===== config.mk =====
export PLATFORM = sky130hd
export DESIGN_NAME = uart_rx_deserializer
export DESIGN_NICKNAME = d
export VERILOG_FILES = /design/src/rtl/uart_pkg.sv /design/src/rtl/uart_shift_reg.sv /design/src/rtl/uart_rx_deserializer.sv
export SDC_FILE = /design/constraint.sdc
export NUM_CORES = 1
export LEC_CHECK = 0
export BUFFER_PORTS_ARGS = -buffer_cell sky130_fd_sc_hd__buf_2
export CAP_MARGIN = 20
export CORE_UTILIZATION = 40
export DETAILED_ROUTE_END_ITERATION = 6
export PLACE_DENSITY = 0.62
export SYNTH_ARGS = -nofsm -noshare
export SYNTH_HDL_FRONTEND = slang
export SYNTH_SLANG_ARGS = --single-unit
export TNS_END_PERCENT = 5

===== constraint.sdc =====
create_clock -name clk -period 1.5 [get_ports clk]
set_input_delay 0.15 -clock clk [delete_from_list [all_inputs] [get_ports clk]]
set_output_delay 0.15 -clock clk [all_outputs]
set_load 0.01 [all_outputs]

===== src/rtl/uart_pkg.sv =====
// Shared UART definitions: receive FSM states, parity mode constants, counter width helper.
package uart_pkg;

  typedef enum logic {
    IDLE  = 1'b0,
    SHIFT = 1'b1
  } uart_state_e;

  // Parity sense values, common to the RX deserializer and the TX serializer.
  localparam bit UART_PAR_EVEN = 1'b0;
  localparam bit UART_PAR_ODD  = 1'b1;

  // Width of a counter that must hold every value from 0 to nbits inclusive.
  function automatic int unsigned uart_cnt_width(input int unsigned nbits);
    return $clog2(nbits + 1);
  endfunction

endpackage


===== src/rtl/uart_shift_reg.sv =====
// Serial-in shift register; LSB_FIRST=1 enters at the MSB and shifts right,
// LSB_FIRST=0 enters at the LSB and shifts left.
module uart_shift_reg #(
  parameter int unsigned WIDTH     = 8,
  parameter bit          LSB_FIRST = 1'b1
) (
  input  logic             clk,
  input  logic             rst,
  input  logic             clr,
  input  logic             en,
  input  logic             sin,
  output logic [WIDTH-1:0] q
);

  logic [WIDTH-1:0] q_q, q_d;

  // Shift operators rather than concatenation so WIDTH=1 needs no special case.
  always_comb begin
    q_d = q_q;
    if (clr) begin
      q_d = '0;
    end else if (en) begin
      q_d = LSB_FIRST ? ((q_q >> 1) | (WIDTH'(sin) << (WIDTH - 1)))
                      : ((q_q << 1) | WIDTH'(sin));
    end
  end

  always_ff @(posedge clk) begin
    if (!rst) q_q <= '0;
    else      q_q <= q_d;
  end

  assign q = q_q;

endmodule


===== src/rtl/uart_rx_deserializer.sv =====
// UART receive deserializer: strobed serial-to-parallel conversion with a valid/ready
// output word and sticky overrun. Define UART_RX_PARITY_EN for a trailing parity bit.
module uart_rx_deserializer
  import uart_pkg::*;
#(
  parameter int unsigned DATA_W    = 8,
  parameter bit          LSB_FIRST = 1'b1,
  parameter bit          PAR_ODD   = UART_PAR_EVEN
) (
  input  logic              clk,
  input  logic              rst,
  input  logic              start,
  input  logic              sample_en,
  input  logic              sin,
  output logic [DATA_W-1:0] data,
  output logic              data_valid,
  input  logic              data_ready,
  output logic              busy,
  output logic              overrun,
  input  logic              ovr_clr
`ifdef UART_RX_PARITY_EN
  ,
  output logic              parity_err
`endif
);

`ifdef UART_RX_PARITY_EN
  localparam int unsigned NBITS = DATA_W + 1;
`else
  localparam int unsigned NBITS = DATA_W;
`endif
  localparam int unsigned CNT_W = uart_cnt_width(NBITS);

  uart_state_e       state_q, state_d;
  logic [CNT_W-1:0]  cnt_q, cnt_d;
  logic [DATA_W-1:0] data_q, data_d;
  logic              valid_q, valid_d;
  logic              ovr_q, ovr_d;
  logic              perr_q, perr_d;

  logic [NBITS-1:0]  sr_q;
  logic [NBITS-1:0]  frame;
  logic [DATA_W-1:0] word;
  logic              par_bit;
  logic              sr_clr, sr_en, last, complete;

  assign sr_clr   = (state_q == IDLE) && start;
  assign sr_en    = (state_q == SHIFT) && sample_en;
  assign last     = (cnt_q == CNT_W'(NBITS - 1));
  assign complete = sr_en && last;

  uart_shift_reg #(
    .WIDTH    (NBITS),
    .LSB_FIRST(LSB_FIRST)
  ) u_shift (
    .clk(clk),
    .rst(rst),
    .clr(sr_clr),
    .en (sr_en),
    .sin(sin),
    .q  (sr_q)
  );

  // The final bit is shifted in on the same edge the word is captured, so the
  // complete frame is formed here from the register contents plus sin.
  assign frame   = LSB_FIRST ? ((sr_q >> 1) | (NBITS'(sin) << (NBITS - 1)))
                             : ((sr_q << 1) | NBITS'(sin));
  assign word    = LSB_FIRST ? frame[DATA_W-1:0] : frame[NBITS-1 -: DATA_W];
  assign par_bit = LSB_FIRST ? frame[NBITS-1] : frame[0];

  always_comb begin
    state_d = state_q;
    cnt_d   = cnt_q;
    unique case (state_q)
      IDLE: begin
        if (start) begin
          state_d = SHIFT;
          cnt_d   = '0;
        end
      end
      SHIFT: begin
        if (sample_en) begin
          cnt_d = cnt_q + CNT_W'(1);
          if (last) state_d = IDLE;
        end
      end
      default: state_d = IDLE;
    endcase
  end

  // Clear precedes set so a completion coinciding with ovr_clr keeps overrun high.
  always_comb begin
    data_d  = data_q;
    valid_d = valid_q;
    ovr_d   = ovr_q;
    perr_d  = perr_q;
    if (valid_q && data_ready) valid_d = 1'b0;
    if (ovr_clr) ovr_d = 1'b0;
    if (complete) begin
      if (valid_q && !data_ready) begin
        ovr_d = 1'b1;
      end else begin
        data_d  = word;
        valid_d = 1'b1;
        perr_d  = (^word) ^ par_bit ^ PAR_ODD;
      end
    end
  end

  always_ff @(posedge clk) begin
    if (!rst) begin
      state_q <= IDLE;
      cnt_q   <= '0;
      data_q  <= '0;
      valid_q <= 1'b0;
      ovr_q   <= 1'b0;
      perr_q  <= 1'b0;
    end else begin
      state_q <= state_d;
      cnt_q   <= cnt_d;
      data_q  <= data_d;
      valid_q <= valid_d;
      ovr_q   <= ovr_d;
      perr_q  <= perr_d;
    end
  end

  assign data       = data_q;
  assign data_valid = valid_q;
  assign busy       = (state_q == SHIFT);
  assign overrun    = ovr_q;

`ifdef UART_RX_PARITY_EN
  assign parity_err = perr_q;
`else
  logic unused_perr;
  assign unused_perr = perr_q ^ par_bit;
`endif

endmodule


After elaboration in Yosys (flattened, before gate mapping)
Cells that the tools add are included.
{"block": "totals", "regBits": 23, "latch_bits": 0, "ramBits": 0, "mem_bits_ro": 0, "input_bits": 7, "word_cells": 36, "memories": 0}
{"block": "classes", "n_addsub": 1, "mul": 0, "div_mod_pow": 0, "n_lt_le_gt_ge": 0, "n_eq_ne": 3, "shift": 0, "mux": 13, "bitwise_logic": 4, "n_reduce_logical": 9}
{"cell": "two-way mux 1 bit", "n": 9}
{"cell": "two-way mux 4 bit", "n": 2}
{"cell": "OR 7 x 8 -> 8 bit", "n": 1}
{"cell": "case mux 4 bit (2 select lines)", "n": 1}
{"cell": "logical AND 1 bit", "n": 5}
{"cell": "adder 4 x 1 -> 4 bit (second input constant)", "n": 1}
{"cell": "equality test 4 x 3 -> 1 bit (second input constant)", "n": 1}
{"cell": "!= test 2 bit (second input constant)", "n": 2}
{"cell": "AND reduction 2 bit", "n": 2}
{"cell": "inverter 1 bit", "n": 3}
{"cell": "case mux 1 bit (2 select lines)", "n": 1}
{"cell": "OR reduction 2 bit", "n": 1}
{"cell": "logical NOT 1 bit", "n": 1}

Longest topological paths before layout
{"block": "depth", "ltp_word": 4, "depth_mapped": 5, "mapped_depth_nobuf": 4}

Modules after synthesis
From an unflattened synthesis, not the netlist that was laid out.
{"block": "unflattened", "hier_cells": 97, "area_unflattened_um2": 945.9}
{"mod": "uart_rx_deserializer", "instances": 1, "cells_each": 70, "area_each_um2": 653.1, "seq_area_each_um2": 300.3}
{"mod": "uart_shift_reg", "instances": 1, "cells_each": 27, "area_each_um2": 292.8, "seq_area_each_um2": 160.2}

Worst setup path after synthesis
OpenSTA, ideal clock, no wires.
{"block": "synth_path", "path_type": "flip-flop to flip-flop", "from": "register cnt_q[0]", "to": "register data_q[0], in the netlist data[0]", "setup_ps": 72, "t_arrival_ps": 1217, "path_slack_ps": 211, "path_stages_with_launch": 5, "n_path_buf": 0, "period_less_slack_ps": 1289, "cell_sequence": "dfxtp_1 ha_1 inv_1 nor3_4 mux2i_1"}
{"block": "synth_between", "elab_chain_cells": 3}
{"item": "from (decl)", "line": "uart_rx_deserializer.sv:35", "source": "logic [CNT_W-1:0] cnt_q, cnt_d;"}
{"item": "from (signal assigned)", "line": "uart_rx_deserializer.sv:120", "source": "cnt_q <= cnt_d;"}
{"item": "equality test 4 x 3 -> 1 bit", "line": "uart_rx_deserializer.sv:49", "source": "assign last = (cnt_q == CNT_W'(NBITS - 1));"}
{"item": "logical AND 1 bit", "line": "uart_rx_deserializer.sv:50", "source": "assign complete = sr_en && last;"}
{"item": "AND reduction 2 bit (no line)"}
{"item": "to (signal assigned)", "line": "uart_rx_deserializer.sv:121", "source": "data_q <= data_d;"}
{"item": "to (decl)", "line": "uart_rx_deserializer.sv:36", "source": "logic [DATA_W-1:0] data_q, data_d;"}
No other way between the ends.
A chain may end at the register's enable or synchronous reset.

Worst setup path after layout
{"block": "layout_path", "from": "register cnt_q[0]", "to": "register data_q[2], in the netlist data[2]"}
Same word-level chain as after synthesis.

==> results.sh <==
export IMPL_synthDistinctLibCells=23
export IMPL_async_reset_ff_frac=0
export IMPL_grt_pass1_wl_mm=2.670
export IMPL_placedInstanceArea_sq_um=1017
export IMPL_cts_buffers_inserted=3
export IMPL_die_w_um=49.62
export IMPL_crit_path_cell_trace="ha_1 > inv_1 > nor3_4 > buf_4 > mux2i_1"
export IMPL_area_delta_synth_final_pct=17.93
export IMPL_status="complete, no violations"
export IMPL_dr_pass1_iters=4
export IMPL_cpPeakStageDelay_ns=0.39
export IMPL_core_region_area_sq_um=2042
export IMPL_cts_setup_buffers=0
export IMPL_path_buf_inv=2
export IMPL_cp_max_fo=8
export IMPL_hold_end="data[7]"
export IMPL_rsz0062_at_grt="false"
export IMPL_holdBufCountCts=0
export IMPL_hold_viol=0
export IMPL_antenna_cells=0
export IMPL_grt_max_degree=27
export IMPL_yosys_area_share_simple=0.2441
export IMPL_htreeDepth=1
export IMPL_finalInstanceArea_sq_um=1070
export IMPL_crit_path_end_kind="flop"
export IMPL_wl_per_cell_um=10.36
export IMPL_p_per_area_nw_per_um2=1025
export IMPL_yosysWarnings=0
export IMPL_maxSlewViolCount=0
export IMPL_crit_reg2reg_launch="cnt_q[0]"
export IMPL_cp_data_required_time_ns=1.75
export IMPL_n_fill_cell=210
export IMPL_cts_sinks=22
export IMPL_synth_common_cells="nand2_1, dfxtp_1, mux2i_1"
export IMPL_ys_seq_area_frac=0.4855
export IMPL_fin_crit_sh=0.8612
export IMPL_synth_xor_area_share=0
export IMPL_start_util=0.4442
export IMPL_place_inst=143
export IMPL_drc=0
export IMPL_rr_endpoint="data[2]"
export IMPL_total_power_mw=1.097
export IMPL_cellLeakagePower_nw=0.4156
export IMPL_track_usage=0.1391
export IMPL_synthTopCellsByArea="dfxtp_1, nand2_1, mux2i_1"
export IMPL_die_area_sq_um=2462
export IMPL_yosysTopAreaCellShare=0.4855
export IMPL_cts_tree="built"
export IMPL_synth_compound_area_frac=0.1007
export IMPL_synth_top_family_by_area="simple AND/OR/NAND/NOR gates"
export IMPL_cap_violations=0
export IMPL_pre_cts_ws_ns=0.2120
export IMPL_fin_ws_ns=0.2083
export IMPL_synthMuxAreaShare=0.1214
export IMPL_port_buffer_count=17
export IMPL_fmaxAchievable_mhz=774.1
export IMPL_io_pins=18
export IMPL_period_minus_slack_ns=1.292
export IMPL_routed_wl_mm=1.523
export IMPL_synth_fa_ha_area_frac=0.01379
export IMPL_avgSynthCellArea_sq_um=8.893
export IMPL_cts_resized=0
export IMPL_antenna_found_initial=0
export IMPL_min_from="sin"
export IMPL_drtIter0Drc=11
export IMPL_utilization=0.5239
export IMPL_synth_nets=110
export IMPL_grt_pass1_vias=632
export IMPL_cts_path_max_buffers=2
export IMPL_placement_rows=16
export IMPL_dp_hpwl_mm=1.101
export IMPL_cp_arrival_ns=1.54
export IMPL_die_y_um=49.62
export IMPL_overflow=0
export IMPL_cp_start_kind="flop"
export IMPL_crit_family="flip-flops"
export IMPL_synth_top_area_cell="dfxtp_1"
export IMPL_reg2reg_depth=5
export IMPL_clock_latency_ns=0.31
export IMPL_relSlewSlack=0.6557
export IMPL_via_per_inst=4.857
export IMPL_synth_cell_area_sq_um=907.1
export IMPL_path_class="reg -> reg"
export IMPL_holdPathStages=3
export IMPL_fin_nets=129
export IMPL_skew_ns=0.009944
export IMPL_final_layout_size_suffix_gt1_frac=0.2250
export IMPL_gp_congestion=0.7132
export IMPL_ys_flop_type="dfxtp_1"
export IMPL_ys_seq_elements=22
export IMPL_netlist_instances=102
export IMPL_final_cells=147
export IMPL_ant_nets=0
export IMPL_clkTransAtPathRegs_ns=0.13
export IMPL_tns_ns=0
export IMPL_cp_slowest_cell="dfxtp_1"
export IMPL_yosys_cell_count_top_type="nand2_1"
export IMPL_worst_slew_pin_slew_ns=0.5130
export IMPL_root_buffer="clkbuf_4"
export IMPL_peakVddDrop_mv=0.5384
export IMPL_synth_edff_count=0
export IMPL_fin_hold_ws_ns=0.09412
export IMPL_min_path_type="in -> reg"
export IMPL_setup_viol=0
export IMPL_r2r_setup_slack_ns=0.21
export IMPL_vias=714
==> power by group <==
| group | internal [mW] | switching (mW) |
|---|---|---|
| clock | 0.270 | 0.179 |
| combinational | 0.0185 | 0.0355 |
| sequential | 0.589 | 0.00481 |
==> worst max path at each step <==
stage,start,endpoint,slack [ns],cells after the start
6_report,cnt_q[0],data[2],0.21,5
5_1_grt,cnt_q[1],data[2],0.10,5
4_1_cts,cnt_q[0],data[2],0.19,5
3_5_place_dp,cnt_q[0],data[2],0.21,5
3_3_place_gp,cnt_q[0],data[2],0.23,5
2_1_floorplan,cnt_q[0],data[0],0.21,4
==> registers in the layout, indices dropped and copies added (netlist names) <==
register	count
data_valid	1
data	8
busy	1
u_shift.q	7
cnt_q	4
overrun	1
==> logic make-up after synthesis <==
kind of cell / after synthesis
and+or+nand+nor: 45
AOI/OAI and AO/OA: 16
adders and majority gates: 1
DFF: 22
buffers and inverters: 7
muxes: 11
==> routing by layer <==
layer / track usage / routed length, um / up-vias
li1: - / - / 378
met1: 0.1749 / 752 / 325
met2: 0.2297 / 714 / 9
met3: 0.03704 / 45 / 2
met4: 0.04286 / 10 / 0
met5: 0 / 0 / -
==> worst register-to-register path, delay by kind of cell, from the launching register on <==
family        cells  cell delay [ns]
fa+ha+maj         1             0.20
buf+inv           2             0.29
flops             1             0.39
mux               1             0.20
simple gates      1             0.16
==> layout by cell type, fill, tap and decap left out <==
cell,n
a22oi_1,1
buf_2,17
o211ai_1,1
clkbuf_4,3
mux2i_1,11
buf_4,2
nand4b_4,1
nor3_4,1
a21oi_1,9
o21ai_0,2
a31o_2,1
o21ai_1,1
bufinv_16,1
nand2_1,33
ha_1,1
dfxtp_1,22
nor2b_1,3
nor3b_1,1
o21a_1,1
nand4_1,1
nand2b_1,1
inv_1,2
and2_2,1
nor2_1,3
==> layout make-up <==
cell class | count | area, sq um | area share
repair buffers | 19 | 100.1 | 0.09357
flip-flops and latches | 22 | 440.4 | 0.4117
clock inverters | 1 | 30.03 | 0.02807
well taps | 27 | 33.78 | 0.03158
clock buffers | 3 | 22.52 | 0.02105
inverters | 2 | 7.507 | 0.007018
multi-input cells | 73 | 435.4 | 0.4070
No activity file was read; power rests on OpenSTA's default activity.
